## src/rtl/gradient_pkg.sv

```systemverilog
// Shared types and constants for the Sobel gradient engine scheduler.
package gradient_pkg;

  typedef enum logic [1:0] {
    IDLE = 2'd0,
    PH1  = 2'd1,
    PH2  = 2'd2,
    RESP = 2'd3
  } state_type;

  localparam int NUM_REQ = 2;
  localparam int REQ_GX  = 0;
  localparam int REQ_GY  = 1;
  localparam int STAT_W  = 16;

endpackage

```

## src/rtl/gradient_scheduler_if.sv

```systemverilog
// Requester, response and engine signals of the gradient scheduler.
interface gradient_scheduler_if
  import gradient_pkg::*;
#(
  parameter int BITS = 8
);

  logic [NUM_REQ-1:0]                 req_valid;
  logic [NUM_REQ-1:0]                 req_ready;
  logic [NUM_REQ-1:0][2:0][BITS-1:0]  req_pixels;
  logic                               resp_valid;
  logic                               resp_ready;
  logic                               resp_id;
  logic [BITS-1:0]                    resp_pixel;
  logic                               eng_en;
  logic [2:0][BITS-1:0]               eng_pixels;
  logic [BITS-1:0]                    eng_out;
  logic                               eng_final;
  logic                               err;
  logic [NUM_REQ-1:0][STAT_W-1:0]     grant_cnt;

  modport slave (
    input  req_valid, req_pixels, resp_ready,
    input  eng_out, eng_final,
    output req_ready, resp_valid, resp_id,
    output resp_pixel, eng_en, eng_pixels,
    output err, grant_cnt
  );

  modport master (
    output req_valid, req_pixels, resp_ready,
    output eng_out, eng_final,
    input  req_ready, resp_valid, resp_id,
    input  resp_pixel, eng_en, eng_pixels,
    input  err, grant_cnt
  );

endinterface

```

## src/rtl/rr_arbiter_2.sv

```systemverilog
// Two-way round-robin arbiter; on a tie the requester not granted last wins.
module rr_arbiter_2 (
  input  logic [1:0] req,
  input  logic       last_grant,
  output logic [1:0] grant
);

  always_comb begin
    grant = 2'b00;
    unique case (1'b1)
      (req == 2'b11): grant = last_grant ? 2'b01 : 2'b10;
      (req == 2'b01): grant = 2'b01;
      (req == 2'b10): grant = 2'b10;
      default:        grant = 2'b00;
    endcase
  end

endmodule

```

## src/rtl/gradient_scheduler.sv

```systemverilog
// Round-robin sharing of one two-phase weighted-sum engine between Gx/Gy.
// Optional grant counters: define GRADIENT_SCHED_STATS_EN.
module gradient_scheduler
  import gradient_pkg::*;
#(
  parameter int BITS = 8
) (
  input logic               clk,
  input logic               n_rst,
  gradient_scheduler_if.slave bus
);

  state_type            state;
  state_type            nxt;
  logic                 last_grant;
  logic                 id;
  logic [1:0]           grant;
  logic                 accept;
  logic                 acc_id;
  logic [2:0][BITS-1:0] px_sel;

  rr_arbiter_2 u_arb (
    .req        (bus.req_valid),
    .last_grant (last_grant),
    .grant      (grant)
  );

  assign accept = (state == IDLE) && (|(bus.req_valid & grant));
  assign acc_id = grant[REQ_GY];
  assign px_sel = bus.req_pixels[acc_id];

  assign bus.req_ready  = (state == IDLE) ? grant : 2'b00;
  assign bus.eng_en     = (state == PH1);
  assign bus.resp_valid = (state == RESP);

  always_comb begin
    nxt = state;
    unique case (state)
      IDLE: if (accept) nxt = PH1;
      PH1:  nxt = PH2;
      PH2:  nxt = RESP;
      RESP: if (bus.resp_ready) nxt = IDLE;
      default: nxt = IDLE;
    endcase
  end

  always_ff @(posedge clk or negedge n_rst) begin
    if (!n_rst) begin
      state          <= IDLE;
      last_grant     <= 1'b1;
      id             <= 1'b0;
      bus.eng_pixels <= '0;
      bus.resp_pixel <= '0;
      bus.resp_id    <= 1'b0;
      bus.err        <= 1'b0;
    end else begin
      state <= nxt;
      if (accept) begin
        bus.eng_pixels <= px_sel;
        id             <= acc_id;
        last_grant     <= acc_id;
      end
      // result is kept even when the engine was not in its final phase
      if (state == PH2) begin
        bus.resp_pixel <= bus.eng_out;
        bus.resp_id    <= id;
        if (!bus.eng_final) bus.err <= 1'b1;
      end
    end
  end

`ifdef GRADIENT_SCHED_STATS_EN
  logic [NUM_REQ-1:0][STAT_W-1:0] cnt;

  always_ff @(posedge clk or negedge n_rst) begin
    if (!n_rst) begin
      cnt <= '0;
    end else begin
      for (int i = 0; i < NUM_REQ; i++) begin
        if (accept && grant[i] && (cnt[i] != '1))
          cnt[i] <= cnt[i] + 1'b1;
      end
    end
  end

  assign bus.grant_cnt = cnt;
`else
  assign bus.grant_cnt = '0;
`endif

endmodule

```

## src/flat_wrapper.sv

```systemverilog
// flat-port wrapper written by rule: the top's interface ports become plain ports
module gradient_scheduler_flat import gradient_pkg::*;
#(
  parameter int BITS = 8
)
  (clk, n_rst, bus_req_valid, bus_req_pixels, bus_resp_ready, bus_eng_out, bus_eng_final, bus_req_ready, bus_resp_valid, bus_resp_id, bus_resp_pixel, bus_eng_en, bus_eng_pixels, bus_err, bus_grant_cnt);
  gradient_scheduler_if #(.BITS(BITS)) bus_i ();
  input logic clk;
  input logic n_rst;
  input wire logic [$bits(bus_i.req_valid)-1:0] bus_req_valid;
  input wire logic [$bits(bus_i.req_pixels)-1:0] bus_req_pixels;
  input wire logic [$bits(bus_i.resp_ready)-1:0] bus_resp_ready;
  input wire logic [$bits(bus_i.eng_out)-1:0] bus_eng_out;
  input wire logic [$bits(bus_i.eng_final)-1:0] bus_eng_final;
  output wire logic [$bits(bus_i.req_ready)-1:0] bus_req_ready;
  output wire logic [$bits(bus_i.resp_valid)-1:0] bus_resp_valid;
  output wire logic [$bits(bus_i.resp_id)-1:0] bus_resp_id;
  output wire logic [$bits(bus_i.resp_pixel)-1:0] bus_resp_pixel;
  output wire logic [$bits(bus_i.eng_en)-1:0] bus_eng_en;
  output wire logic [$bits(bus_i.eng_pixels)-1:0] bus_eng_pixels;
  output wire logic [$bits(bus_i.err)-1:0] bus_err;
  output wire logic [$bits(bus_i.grant_cnt)-1:0] bus_grant_cnt;
  assign bus_i.req_valid = bus_req_valid;
  assign bus_i.req_pixels = bus_req_pixels;
  assign bus_i.resp_ready = bus_resp_ready;
  assign bus_i.eng_out = bus_eng_out;
  assign bus_i.eng_final = bus_eng_final;
  assign bus_req_ready = bus_i.req_ready;
  assign bus_resp_valid = bus_i.resp_valid;
  assign bus_resp_id = bus_i.resp_id;
  assign bus_resp_pixel = bus_i.resp_pixel;
  assign bus_eng_en = bus_i.eng_en;
  assign bus_eng_pixels = bus_i.eng_pixels;
  assign bus_err = bus_i.err;
  assign bus_grant_cnt = bus_i.grant_cnt;
  gradient_scheduler #(.BITS(BITS)) u_core (.clk(clk), .n_rst(n_rst), .bus(bus_i));
endmodule
```

## config.mk

```make
export PLATFORM = sky130hd
export DESIGN_NAME = gradient_scheduler_flat
export DESIGN_NICKNAME = d
export VERILOG_FILES = /design/src/rtl/gradient_pkg.sv /design/src/rtl/gradient_scheduler_if.sv /design/src/rtl/rr_arbiter_2.sv /design/src/rtl/gradient_scheduler.sv /design/src/flat_wrapper.sv
export SDC_FILE = /design/constraint.sdc
export NUM_CORES = 1
export LEC_CHECK = 0
export ABC_AREA = 1
export CORE_ASPECT_RATIO = 0.8
export CORE_UTILIZATION = 35
export DETAILED_ROUTE_END_ITERATION = 8
export DONT_BUFFER_PORTS = 1
export PLACE_DENSITY = 0.55
export SETUP_SLACK_MARGIN = 0.2
export SYNTH_ARGS = -nofsm -noshare
export SYNTH_HDL_FRONTEND = slang
export SYNTH_SLANG_ARGS = --single-unit
```

## constraint.sdc

```tcl
create_clock -name clk -period 3 [get_ports clk]
set_clock_uncertainty 0.15 [all_clocks]
set_input_delay 0.9 -clock clk [delete_from_list [all_inputs] [get_ports clk]]
set_output_delay 0.9 -clock clk [all_outputs]
set_load 0.01 [all_outputs]
```

# Yosys cells after proc, flatten, opt, wreduce, memory -nomap -nowiden

Index checks and enable logic that the tools add are counted.

Logic and storage cells: 33
Bits in latches: 0
Register bits after elaboration: 38
Memories kept: 0
Bits in read-only memories: 0
Bits in writable memories: 0

Divide/modulo/power cells: 0
Bitwise gates (word level): 2
Equality and inequality tests: 8
Reductions and logical operators: 5
Order comparisons: 1
Shift operators: 0
Multipliers: 0
Multiplexer cells: 8
Add/sub/neg operators: 0

Operators with widths:

| cell                                                                          | number |
|---|---|
| 24-bit two-way mux                                                            | 2 |
| 2-bit equality test (second input constant)                                   | 4 |
| 2-bit two-way mux                                                             | 4 |
| 2-bit case mux with 4 select lines                                            | 1 |
| 2-bit case mux with 3 select lines                                            | 1 |
| 2-bit by 1-bit equality test with 1-bit output (second input constant)        | 2 |
| 2-bit AND reduction                                                           | 2 |
| 2-bit AND                                                                     | 1 |
| 2-bit zero test                                                               | 1 |
| 1-bit by 2-bit less-than comparator with 1-bit output (second input constant) | 1 |
| 2-bit by 1-bit inequality test with 1-bit output (second input constant)      | 1 |
| 2-bit inequality test (second input constant)                                 | 1 |
| 2-bit OR reduction                                                            | 1 |
| 1-bit logical AND                                                             | 1 |
| 1-bit inverter                                                                | 1 |

# Longest topological paths before layout

Word-level depth: 7
Depth in mapped cells: 8
Gate-level depth less buffers: 7

# Modules after synthesis

Synthesis repeated with hierarchy kept, for this count alone.

Cell total of the unflattened synthesis: 292
Area, all modules: 2167.1 µm²

Modules (own cells, without submodules):

| module             | times used | area each (µm²) | cells an instance |
|---|---|---|---|
| gradient_scheduler | 1          | 2147.1          | 287 |
| rr_arbiter_2       | 1          | 20.0            | 5 |

# Worst setup path after synthesis

No wires, ideal clock.

Path type: input to output
Start point: input bus_req_valid[1]
End point: output bus_req_ready[0]
Data arrival time: 1.451 ns
Required time: 1.950 ns
Slack: 0.499 ns
Stages on the path: 5
Cells stage by stage: buf_6 > nand2_4 > buf_6 > inv_1 > nor3_2

Word-level cells in the longest chain between the ends: 3
Elaborated cells between the ends (all ways): 5

Ends and longest elaborated chain:

| item                                              | RTL line                 | source |
|---|---|---|
| start: declaration                                | flat_wrapper.sv:10       | `input wire logic [$bits(bus_i.req_valid)-1:0] bus_req_valid;` |
| 2-bit equality test, or another cell as far along | rr_arbiter_2.sv:13       | `(req == 2'b10): grant = 2'b10;` |
| 2-bit case mux with 3 select lines *              | rr_arbiter_2.sv:10       | `unique case (1'b1)` |
| 2-bit two-way mux *                               | gradient_scheduler.sv:32 | `assign bus.req_ready = (state == IDLE) ? grant : 2'b00;` |
| end: declaration                                  | flat_wrapper.sv:15       | `output wire logic [$bits(bus_i.req_ready)-1:0] bus_req_ready;` |

Every way passes the cells marked *; elsewhere a longest branch is shown, timed or not.

# Worst setup path after layout

Start point: input bus_req_valid[0]
End point: output bus_req_ready[0]

Same word-level chain as after synthesis.

==> impl_metrics.sql <==
INSERT INTO impl_metrics (metric_group, metric, value, unit) VALUES
('grt', 'grt_pass1_vias', '1421', ''),
('worst_setup_path', 'timing.critical_path.from_type', 'primary input', ''),
('drt', 'routed_wl', '4.39', 'mm'),
('drt', 'routedWlPerCell', '12.1', 'um'),
('finish', 'antenna-diode-count', '0', ''),
('power', 'power_leakage', '1.25', 'nW'),
('drt', 'drc', '0', ''),
('worst_setup_path', 'worst_path_dominant_cell_family', 'simple AND/OR/NAND/NOR gates', ''),
('sta', 'fmaxAchievable', '400', 'MHz'),
('placement', 'dp_hpwl', '3.19', 'mm'),
('logic_synthesis', 'synth_largest_type_area_fraction', '42.4', '%'),
('worst_setup_path', 'timing.critical_path.arrival', '1.45', 'ns'),
('clock_tree', 'numCtsBuffers', '5', ''),
('placement', 'routabilityCongestion', '0.670', ''),
('die', 'placeableCoreArea', '5970', 'um2'),
('clock_tree', 'cts-hold-fix-buffers', '0', ''),
('worst_setup_path', 'timing.setup.critical_path_class', 'primary input to output pin', ''),
('clock_tree', 'tritoncts_num_sinks', '38', ''),
('worst_setup_path', 'critical_path.reg2reg.startpoint', 'u_core.state[0]$_DFFE_PN0P_', ''),
('power', 'p_per_area', '963', 'nW/um2'),
('sta', 'period_share', '83.4', '%'),
('logic_synthesis', 'yosysUniqueCellTypes', '19', ''),
('sta', 'finalHoldViolations', '0', ''),
('die', 'full_die_area', '6560', 'um2'),
('placement', 'dp_worst_setup_slack', '0.478', 'ns'),
('drt', 'drt.antenna.violating_nets', '0', ''),
('power', 'vdd_ir_max', '278', 'uV'),
('worst_setup_path', 'worstRegToRegCells', '7', ''),
('sta', 'min_period', '2.50', 'ns'),
('grt', 'pin_count_of_the_biggest_net_entering_global_routing', '39', ''),
('die', 'die-width', '90.3', 'um'),
('worst_setup_path', 'timing.critical_path.fanout_max', '26', ''),
('drt', 'initialDrtViolationCount', '57', ''),
('worst_setup_path', 'rr_endpoint', 'u_core.bus.eng_pixels[5]$_DFFE_PN0P_', ''),
('die', 'die_height', '72.6', 'um'),
('clock_tree', 'clk_latency', '0.28', 'ns'),
('clock_tree', 'cts_repair_resize_count', '0', ''),
('flow_run', 'timing.max_cap.violations', '0', ''),
('finish', 'layout.cells.most_common_list', 'sky130_fd_sc_hd__nand2_1, sky130_fd_sc_hd__dfrtp_1, sky130_fd_sc_hd__conb_1', ''),
('worst_setup_path', 'worstPathRequired', '1.95', 'ns'),
('finish', 'seq_area', '952', 'um2'),
('finish', 'layout.core_utilization', '36.5', '%'),
('finish', 'multi_input_comb_area', '971', 'um2'),
('clock_tree', 'cts_tree', 'yes', ''),
('drt', 'vias', '1579', ''),
('clock_tree', 'clk_pin_slew_worst_paths', '0.07', 'ns'),
('worst_setup_path', 'timing.reg2reg.setup_slack', '1.19', 'ns'),
('sta', 'finalWorstSetupSlack', '0.498', 'ns'),
('finish', 'area_growth', '-0.172', '%'),
('worst_setup_path', 'critical_path.endpoint_type', 'output pin', ''),
('placement', 'port_buf_inserts', '0', ''),
('logic_synthesis', 'synth_top_cells_by_area', 'sky130_fd_sc_hd__dfrtp_1, sky130_fd_sc_hd__nand2_1, sky130_fd_sc_hd__buf_4, sky130_fd_sc_hd__nand3_1, sky130_fd_sc_hd__ha_1', ''),
('finish', 'layout.nets', '348', ''),
('clock_tree', 'clock_tree.root_cell', 'sky130_fd_sc_hd__clkbuf_8', ''),
('logic_synthesis', 'yosysWarningCount', '0', ''),
('drt', 'vias_per_cell', '4.35', ''),
('drt', 'first_pass_iters', '4', ''),
('logic_synthesis', 'mappedNetlistArea', '2180', 'um2'),
('worst_setup_path', 'critical_path.cell_chain', 'nand2_2 -> nand2_4 -> inv_1 -> nor3_2', ''),
('logic_synthesis', 'synthesis.area_per_instance', '7.60', 'um2'),
('clock_tree', 'cts.path.max_buffers', '2', ''),
('logic_synthesis', 'ys_ff_latch', '38', ''),
('finish', 'layout_commonest_cell', 'sky130_fd_sc_hd__nand2_1', ''),
('run_status', 'status', 'finished clean', ''),
('die', 'placementRows', '25', ''),
('grt', 'grt_usage', '14.1', '%'),
('worst_setup_path', 'critical_path.n_buffers_inverters', '1', ''),
('logic_synthesis', 'synth.yosys.seq_area_share', '43.6', '%'),
('sta', 'rsz_0062_raised_after_global_routing', 'false', ''),
('sta', 'timing.hold.ws', '0.154', 'ns'),
('logic_synthesis', 'syn-instance-count', '287', '');
## cell families after synthesis
family	share of synthesized area (%)
AOI/OAI and AO/OA	1.03
DFF	43.6
adders and majority gates	2.87
and+or+nand+nor	35.1
other	0.172
buffers and inverters	17.2
## worst max-delay path by stage
| stage | end | slack [ns] | cells after the start |
|---|---|---|---|
| after global routing | bus_req_ready[0] | 0.41 | 4 |
| final | bus_req_ready[0] | 0.50 | 4 |
| after CTS | bus_req_ready[0] | 0.48 | 4 |
| after detailed placement | bus_req_ready[0] | 0.48 | 4 |
| after floorplan | bus_req_ready[0] | 0.50 | 5 |
| after global placement | bus_req_ready[0] | 0.49 | 4 |
## Yosys cell counts (all sizes together)
cell type and number:
buf 45, dfstp 1, nor3 1, dfrtp 37, o21bai 1, nand3 25, o21ai 3, conb 1
ha 5, nand2 155, inv 9, nor2 4
## report_power, final
| part | switching (mW) | internal [mW] | leakage (nW) | total [mW] |
|---|---|---|---|---|
| registers | 0.265 | 0.760 | 0.467 | 1.02 |
| clock network | 0.170 | 0.232 | 0.0575 | 0.402 |
| logic | 0.449 | 0.222 | 0.721 | 0.672 |
| total | 0.884 | 1.21 | 1.25 | 2.10 |
## layout make-up
cell class                      count  share of cell area (%)
Timing Repair Buffer                1                   0.345
Multi-Input combinational cell    226                    44.6
Tap cell                           81                    4.65
Sequential cell                    38                    43.7
Clock buffer                        8                    5.05
Inverter                            9                    1.67
## state kept, by name, indices dropped and copies added (netlist names)
| register | count |
|---|---|
| u_core.bus.eng_pixels | 24 |
| u_core.bus.resp_pixel | 8 |
| u_core.state | 2 |
| u_core.bus.err | 1 |
| u_core.bus.resp_id | 1 |
| u_core.id | 1 |
| u_core.last_grant | 1 |
## per-stage QoR
step | cells | area [um2] | total power, mW
after floorplan | 318 | 2300 | 1.64
after global placement | 355 | 2070 | 1.72
after detailed placement | 355 | 2070 | 1.74
after CTS | 363 | 2180 | 2.15
after global routing | 363 | 2180 | 2.31
final | 363 | 2180 | 2.10
## routing by layer
layer / vias up / wire [um] / track usage, %
li1: 802 / - / -
met4: 0 / 121 / 6.81
met3: 12 / 356 / 4.79
met1: 693 / 2020 / 18.3
met2: 72 / 1890 / 21.3
met5: - / 0 / 0
Note: power is estimated with default switching activity, not from simulation.
